File: config.mk
export PLATFORM = sky130hd
export DESIGN_NAME = result_writeback
export DESIGN_NICKNAME = d
export VERILOG_FILES = /design/src/rtl/result_writeback.sv
export SDC_FILE = /design/constraint.sdc
export NUM_CORES = 2
export LEC_CHECK = 0
export ABC_AREA = 0
export BUFFER_PORTS_ARGS = -buffer_cell sky130_fd_sc_hd__clkbuf_2
export CAP_MARGIN = 10
export CORE_UTILIZATION = 45
export DETAILED_ROUTE_END_ITERATION = 10
export PLACE_DENSITY = 0.66
export REMOVE_ABC_BUFFERS = 1
export SYNTH_ARGS = -nofsm -noshare
export SYNTH_HDL_FRONTEND = slang
export SYNTH_SLANG_ARGS = --single-unit
export TNS_END_PERCENT = 5
File: constraint.sdc
create_clock -name clk -period 9.2 [get_ports clk]
set_input_delay 0.46 -clock clk [delete_from_list [all_inputs] [get_ports clk]]
set_output_delay 0.46 -clock clk [all_outputs]
set_load 0.01 [all_outputs]
File: src/rtl/result_writeback.sv
// result_writeback
//   Streams result tiles (SIZE x SIZE 32-bit elements) from a local tile
//   buffer to a row-major C matrix in memory. There is one DMA write burst
//   per tile row. Tiles are visited column-first inside each row band
//   (n_cnt inner, m_cnt outer). Rows and columns that fall outside the
//   m x n matrix are never written: out-of-range rows are skipped, and
//   out-of-range columns are masked through dma_wstrb.
//
// Ports
//   clk, rstn          clock; asynchronous active-low reset
//   start              begin write-back of one C matrix (ignored while busy)
//   addr_base_c        byte address of C[0][0]
//   m, n, ldc          rows, columns, row stride in bytes (captured on start)
//   tile_valid         a result tile is present in the buffer
//   tile_ready         one-cycle pulse: tile consumed, buffer may refill
//   buf_rd_en/row/beat buffer read strobe and location
//   buf_rd_data        buffer data, valid one cycle after buf_rd_en
//   dma_start/addr/len one-cycle burst request with byte address and beats
//   dma_wdata/wstrb    write beat and byte enables
//   dma_wvalid/wready  write beat handshake
//   dma_done           burst complete pulse
//   busy, done         job in progress; one-cycle completion pulse
module result_writeback #(
  parameter int SIZE   = 16,
  parameter int DATA_W = 256
) (
  input  logic                              clk,
  input  logic                              rstn,
  input  logic                              start,
  input  logic [31:0]                       addr_base_c,
  input  logic [31:0]                       m,
  input  logic [31:0]                       n,
  input  logic [31:0]                       ldc,
  input  logic                              tile_valid,
  output logic                              tile_ready,
  output logic                              buf_rd_en,
  output logic [$clog2(SIZE)-1:0]           buf_rd_row,
  output logic [((SIZE*32/DATA_W) > 1 ? $clog2(SIZE*32/DATA_W) : 1)-1:0] buf_rd_beat,
  input  logic [DATA_W-1:0]                 buf_rd_data,
  output logic                              dma_start,
  output logic [31:0]                       dma_addr,
  output logic [7:0]                        dma_len,
  output logic [DATA_W-1:0]                 dma_wdata,
  output logic [DATA_W/8-1:0]               dma_wstrb,
  output logic                              dma_wvalid,
  input  logic                              dma_wready,
  input  logic                              dma_done,
  output logic                              busy,
  output logic                              done
);

  localparam int BEATS  = SIZE * 32 / DATA_W;
  localparam int ROW_W  = $clog2(SIZE);
  localparam int BEAT_W = (BEATS > 1) ? $clog2(BEATS) : 1;
  localparam int EPB    = DATA_W / 32;
  localparam int STRB_W = DATA_W / 8;

  typedef enum logic [2:0] {
    IDLE, WAIT_TILE, REQ, RD, DATA, WAIT_DONE
  } state_t;

  state_t state, state_nxt;

  logic [31:0]        base_q, m_q, n_q, ldc_q;
  logic [31:0]        m_cnt, n_cnt;
  logic [ROW_W-1:0]   row;
  logic [BEAT_W-1:0]  beat;
  logic               rd_pend;
  logic [DATA_W-1:0]  wdata_q;
  logic [STRB_W-1:0]  wstrb_q;
  logic               wvalid_q;
  logic               tile_ready_q;
  logic               done_q;

  logic [31:0]        row_abs;
  logic [31:0]        m_next, n_next;
  logic [31:0]        burst_addr;
  logic [31:0]        elem_base;
  logic [STRB_W-1:0]  strb_nxt;
  logic               more_rows, last_col, last_tile, last_beat, hs;

  // Tile and row bookkeeping (all 32-bit, wrapping)
  always_comb begin
    row_abs    = m_cnt + 32'(row);
    m_next     = m_cnt + 32'(SIZE);
    n_next     = n_cnt + 32'(SIZE);
    more_rows  = ((32'(row) + 32'd1) < 32'(SIZE)) && ((row_abs + 32'd1) < m_q);
    last_col   = !(n_next < n_q);
    last_tile  = last_col && !(m_next < m_q);
    last_beat  = (beat == BEAT_W'(BEATS - 1));
    hs         = wvalid_q && dma_wready;
    burst_addr = base_q + row_abs * ldc_q + (n_cnt << 2);
  end

  // Byte lane j covers element j/4 of the current beat; enabled only inside the matrix
  always_comb begin
    strb_nxt  = '0;
    elem_base = n_cnt + 32'(beat) * 32'(EPB);
    for (int unsigned j = 0; j < STRB_W; j++) begin
      strb_nxt[j] = (elem_base + 32'(j / 4)) < n_q;
    end
  end

  always_ff @(posedge clk or negedge rstn) begin
    if (!rstn) state <= IDLE;
    else       state <= state_nxt;
  end

  always_comb begin
    state_nxt = state;
    case (state)
      IDLE:      if (start && (m != '0) && (n != '0)) state_nxt = WAIT_TILE;
      WAIT_TILE: if (tile_valid) state_nxt = REQ;
      REQ:       state_nxt = RD;
      RD:        state_nxt = DATA;
      DATA:      if (!rd_pend && hs) state_nxt = last_beat ? WAIT_DONE : RD;
      WAIT_DONE: begin
        if (dma_done) begin
          if (more_rows)      state_nxt = REQ;
          else if (last_tile) state_nxt = IDLE;
          else                state_nxt = WAIT_TILE;
        end
      end
      default:   state_nxt = IDLE;
    endcase
  end

  // DATA is entered with rd_pend set: the first DATA cycle only captures the
  // buffer word (available one cycle after the read), after which the beat is
  // held on the bus until the handshake.
  always_ff @(posedge clk or negedge rstn) begin
    if (!rstn) begin
      base_q       <= '0;
      m_q          <= '0;
      n_q          <= '0;
      ldc_q        <= '0;
      m_cnt        <= '0;
      n_cnt        <= '0;
      row          <= '0;
      beat         <= '0;
      rd_pend      <= 1'b0;
      wdata_q      <= '0;
      wstrb_q      <= '0;
      wvalid_q     <= 1'b0;
      tile_ready_q <= 1'b0;
      done_q       <= 1'b0;
    end else begin
      tile_ready_q <= 1'b0;
      done_q       <= 1'b0;
      case (state)
        IDLE: begin
          if (start) begin
            base_q <= addr_base_c;
            m_q    <= m;
            n_q    <= n;
            ldc_q  <= ldc;
            m_cnt  <= '0;
            n_cnt  <= '0;
            row    <= '0;
            beat   <= '0;
            if ((m == '0) || (n == '0)) done_q <= 1'b1;
          end
        end
        RD: rd_pend <= 1'b1;
        DATA: begin
          if (rd_pend) begin
            wdata_q  <= buf_rd_data;
            wstrb_q  <= strb_nxt;
            wvalid_q <= 1'b1;
            rd_pend  <= 1'b0;
          end else if (hs) begin
            wvalid_q <= 1'b0;
            beat     <= last_beat ? '0 : beat + BEAT_W'(1);
          end
        end
        WAIT_DONE: begin
          if (dma_done) begin
            if (more_rows) begin
              row <= row + ROW_W'(1);
            end else begin
              row          <= '0;
              tile_ready_q <= 1'b1;
              if (last_col) begin
                n_cnt <= '0;
                m_cnt <= m_next;
              end else begin
                n_cnt <= n_next;
              end
              if (last_tile) done_q <= 1'b1;
            end
          end
        end
        default: ;
      endcase
    end
  end

  assign busy        = (state != IDLE);
  assign dma_start   = (state == REQ);
  assign dma_addr    = (state == REQ) ? burst_addr : '0;
  assign dma_len     = (state == REQ) ? 8'(BEATS) : '0;
  assign buf_rd_en   = (state == RD);
  assign buf_rd_row  = row;
  assign buf_rd_beat = beat;
  assign dma_wdata   = wdata_q;
  assign dma_wstrb   = wstrb_q;
  assign dma_wvalid  = wvalid_q;
  assign tile_ready  = tile_ready_q;
  assign done        = done_q;

endmodule

==> summary.txt <==
Outcome
  – Status: finished, final reports clean

Worst setup path
  – Critical path arrival: 8.40 ns
  – CP endpoint kind: primary output
  – CP dominant cell by count: fa_1
  – Slowest CP cell: dfrtp_1
  – Worst-path maximum fanout: 14
  – CP peak stage delay: 0.59 ns
  – Source of the worst register-to-register timing path: m_cnt[4]
  – Crit path launch type: flop
  – Type of the worst setup path: flop to primary output
  – Worst Path Required: 8.74 ns
  – Crit. Startpoint: ldc_q[9]

Logic synthesis
  – Top_reg_cell synth: dfrtp_1
  – Most common cell in the synthesized netlist: nand2_1
  – Commonest cells post-synth: 1376 x nand2_1, 656 x inv_1, 467 x fa_1
  – Syn Inst Count: 4938
  – Distinct cell type count after synthesis: 82
  – Post-synth EDFFs: 0
  – Syn. warnings: 0
  – Register bit total from synthesis: 460
  – Top cell type's share of synthesized area: 27.09%
  – Post-synth ARST share: 100.0%
  – Largest area contributor in the netlist: dfrtp_1
  – Area of the mapped netlist: 42490 um2
  – Largest cells by area after synthesis: dfrtp_1 27%, fa_1 22%, nand2_1 12%, ha_1 9.2%, inv_1 5.8%
  – Synth Area per Inst: 8.606 um2
  – Register area share after synthesis: 27.09%

Layout
  – Design area: 52070 um2
  – P&R area growth vs syn: 22.55%
  – Layout net count: 6953
  – Area occupied by multi-input gates: 27160 um2
  – Fill cell count: 8366
  – Seq. cell area: 11530 um2
  – Share of layout cells above drive strength 1: 16.47%

GRT
  – Initial antenna violation count: 17
  – Met3 Usage GRT: 6.114%
  – GR peak layer: met2
  – Largest net degree at the start of global routing: 193
  – Vias in the first global route: 36.99k
  – Total track usage: 30.28%
  – Met2 Usage GRT: 48.64%
  – Gr ovfl total: 0
  – Global Route met1 Usage: 38.92%
  – First-pass GRT wire length: 219.6 mm

Timing
  – Number of setup violations in the final report: 0
  – Fin crit share: 96.35%
  – Clock skew: 0.02773 ns
  – Slew Viols, Final: 0
  – Final hold vios: 0
  – Fmax: 0.1128 GHz
  – RSZ-0062 raised after global routing: no
  – Worst-Margin Slew: 1.184 ns
  – Setup TNS: 0 ns
  – Max_slew headroom: 20.33%
  – Post-layout min period: 8.864 ns

Detailed routing
  – Pre-Repair DR Iteration Count: 8
  – Wire length per cell: 20.30 um
  – # DRC: 0
  – Vias per std cell: 5.104
  – Final wirelength: 143.9 mm
  – Antenna Nets Post-Route: 0
  – Starting DRT DRC Count: 2688
  – Vias: 36.18k

Worst hold path
  – Worst Hold Class: primary input to flop
  – Hold_sp: buf_rd_data[37]

Placed design
  – Post-DP HPWL: 112.4 mm
  – Cell Area, Placed: 46930 um2
  – Final GP Congestion: 0.9348
  – Port buffer count: 721

CTS
  – Max Buffers Root-to-Sink: 3
  – Reg clk slew, reported paths: 0.07 ns
  – Clock latency on the worst-skew pair: 0.67 ns
  – CTS tree: built
  – Root Driver: clkbuf_16
  – Number of CTS-inserted buffers: 57
  – H-tree depth: 2
  – Sink Count: 460

Floorplanning
  – Die Span Y: 309.3 um
  – Full die area: 95670 um2
  – Ports: 729
  – Initial core utilization: 45.46%
  – Site Rows: 112
  – Core area: 93470 um2
  – Chip width: 309.3 um

Pwr
  – Pleak: 0.02769 uW
  – PwrDens: 224.7 nW/um2
  – Worst VDD drop: 0.2044 mV

Flow run
  – Max_cap viols: 0
## metrics by stage
| step | instances | util (%) | worst slack [ns] | hold slack, ns | power (uW) |
|---|---|---|---|---|---|
| 2_1_floorplan | 4620 | - | 1.633 | 0.1644 | 6684 |
| 3_3_place_gp | 6670 | 50.21 | 0.8115 | 0.4577 | 8937 |
| 3_5_place_dp | 6670 | 50.21 | 0.7311 | 0.4608 | 9067 |
| 4_1_cts | 7077 | 55.60 | 0.003961 | 0.0003020 | 11670 |
| 5_1_grt | 7087 | 55.71 | 0.0002300 | 0.01508 | 12540 |
| 6_report | 7089 | 55.71 | 0.3359 | 0.02563 | 11700 |
## path summary, 6_finish.rpt
check / endpoint / cells past startpoint / slack, ns
worst max-delay path: dma_addr[31] / 27 / 0.34
worst min-delay path: dma_wdata[37] / 3 / 0.03
worst max register to register: m_cnt[24] / 22 / 2.44
worst min register to register: dma_wdata[84] / 2 / 0.47
max in group asynchronous: ldc_q[12] / 4 / 6.59
min in group asynchronous: n_q[17] / 2 / 0.39
## layout by cell type (no fill, tap or decap), drive strengths merged, types with 7 or more instances in the layout
cell and instances:
nor3 31, nand2 1379, a31oi 11, o31ai 12
o21a 15, nor2b 16, nor2 98, xnor2 135
xor2 67, dfrtp 460, buf 82, a21oi 92
fa 467, dlygate4sd3 304, a211oi 10, o21bai 9
o2111ai 7, nand2b 11, clkbuf 797, nor4 25
and3 20, bufinv 7, nand3 50, clkinv 13
inv 663, nand4 49, ha 311, o41ai 8
o21ai 177, a21o 89, and2 326, conb 12
## per-layer routing
metal  share of wire (%)  up-vias
li1                    -    16860
met4                 5.6       18
met2                  46     1345
met1                  41    17670
met5               0.087        -
met3                 7.3      290
## report_power, final
part	switching (uW)	internal [uW]	leakage (uW)	total (uW)
sequential	801	2910	0.00566	3710
clock	992	1450	0.000978	2440
combinational	3550	2010	0.0211	5560
total	5340	6360	0.0277	11700
## critical path: cells and delay by family, from the launching register on
family	cells	cell delay [ns]
fa+ha+maj	9	4.36
compound gates	6	1.48
buf+inv	8	0.73
flops	1	0.59
simple gates	3	0.40
xor+xnor	1	0.14
## cell families after synthesis
family / count (synthesis) / synth area share (%)
multiplexers: 2 / 0.05005
flip-flops: 460 / 27.09
other: 2 / 0.01767
AO/OA/AOI/OAI: 480 / 7.293
buffers and inverters: 989 / 9.181
XOR/XNOR: 202 / 4.163
AND/OR/NAND/NOR: 2025 / 21.05
adder cells (fa/ha/maj): 778 / 31.16
## cell type report
type	count	share of cell area [%]
Sequential cell	460	22.15
Clock buffer	77	3.155
Clock inverter	26	0.6896
Tap cell	1254	3.013
Multi-Input combinational cell	3499	52.16
Antenna cell	6	0.02883
Inverter	661	4.774
Timing Repair Buffer	1106	14.03
## state kept, by name, summed over array words and instances, names as in the netlist
register	count
n_q	32
buf_rd_beat	1
dma_wdata	256
base_q	32
tile_ready	1
dma_wvalid	1
m_cnt	28
state	3
n_cnt	28
m_q	32
ldc_q	32
done	1
buf_rd_row	4
dma_wstrb	8
rd_pend	1
## what timing repair did
action | CTS | global route
pin swaps | 1 | 0
endpoints found under the hold margin | 390 | 0
hold buffers | 304 | 0
setup endpoints to repair | 2 | 5
resized for setup | 1 | 21
setup buffers | 0 | 6
gates cloned | 0 | 0
(Power assumes the default switching activity.)
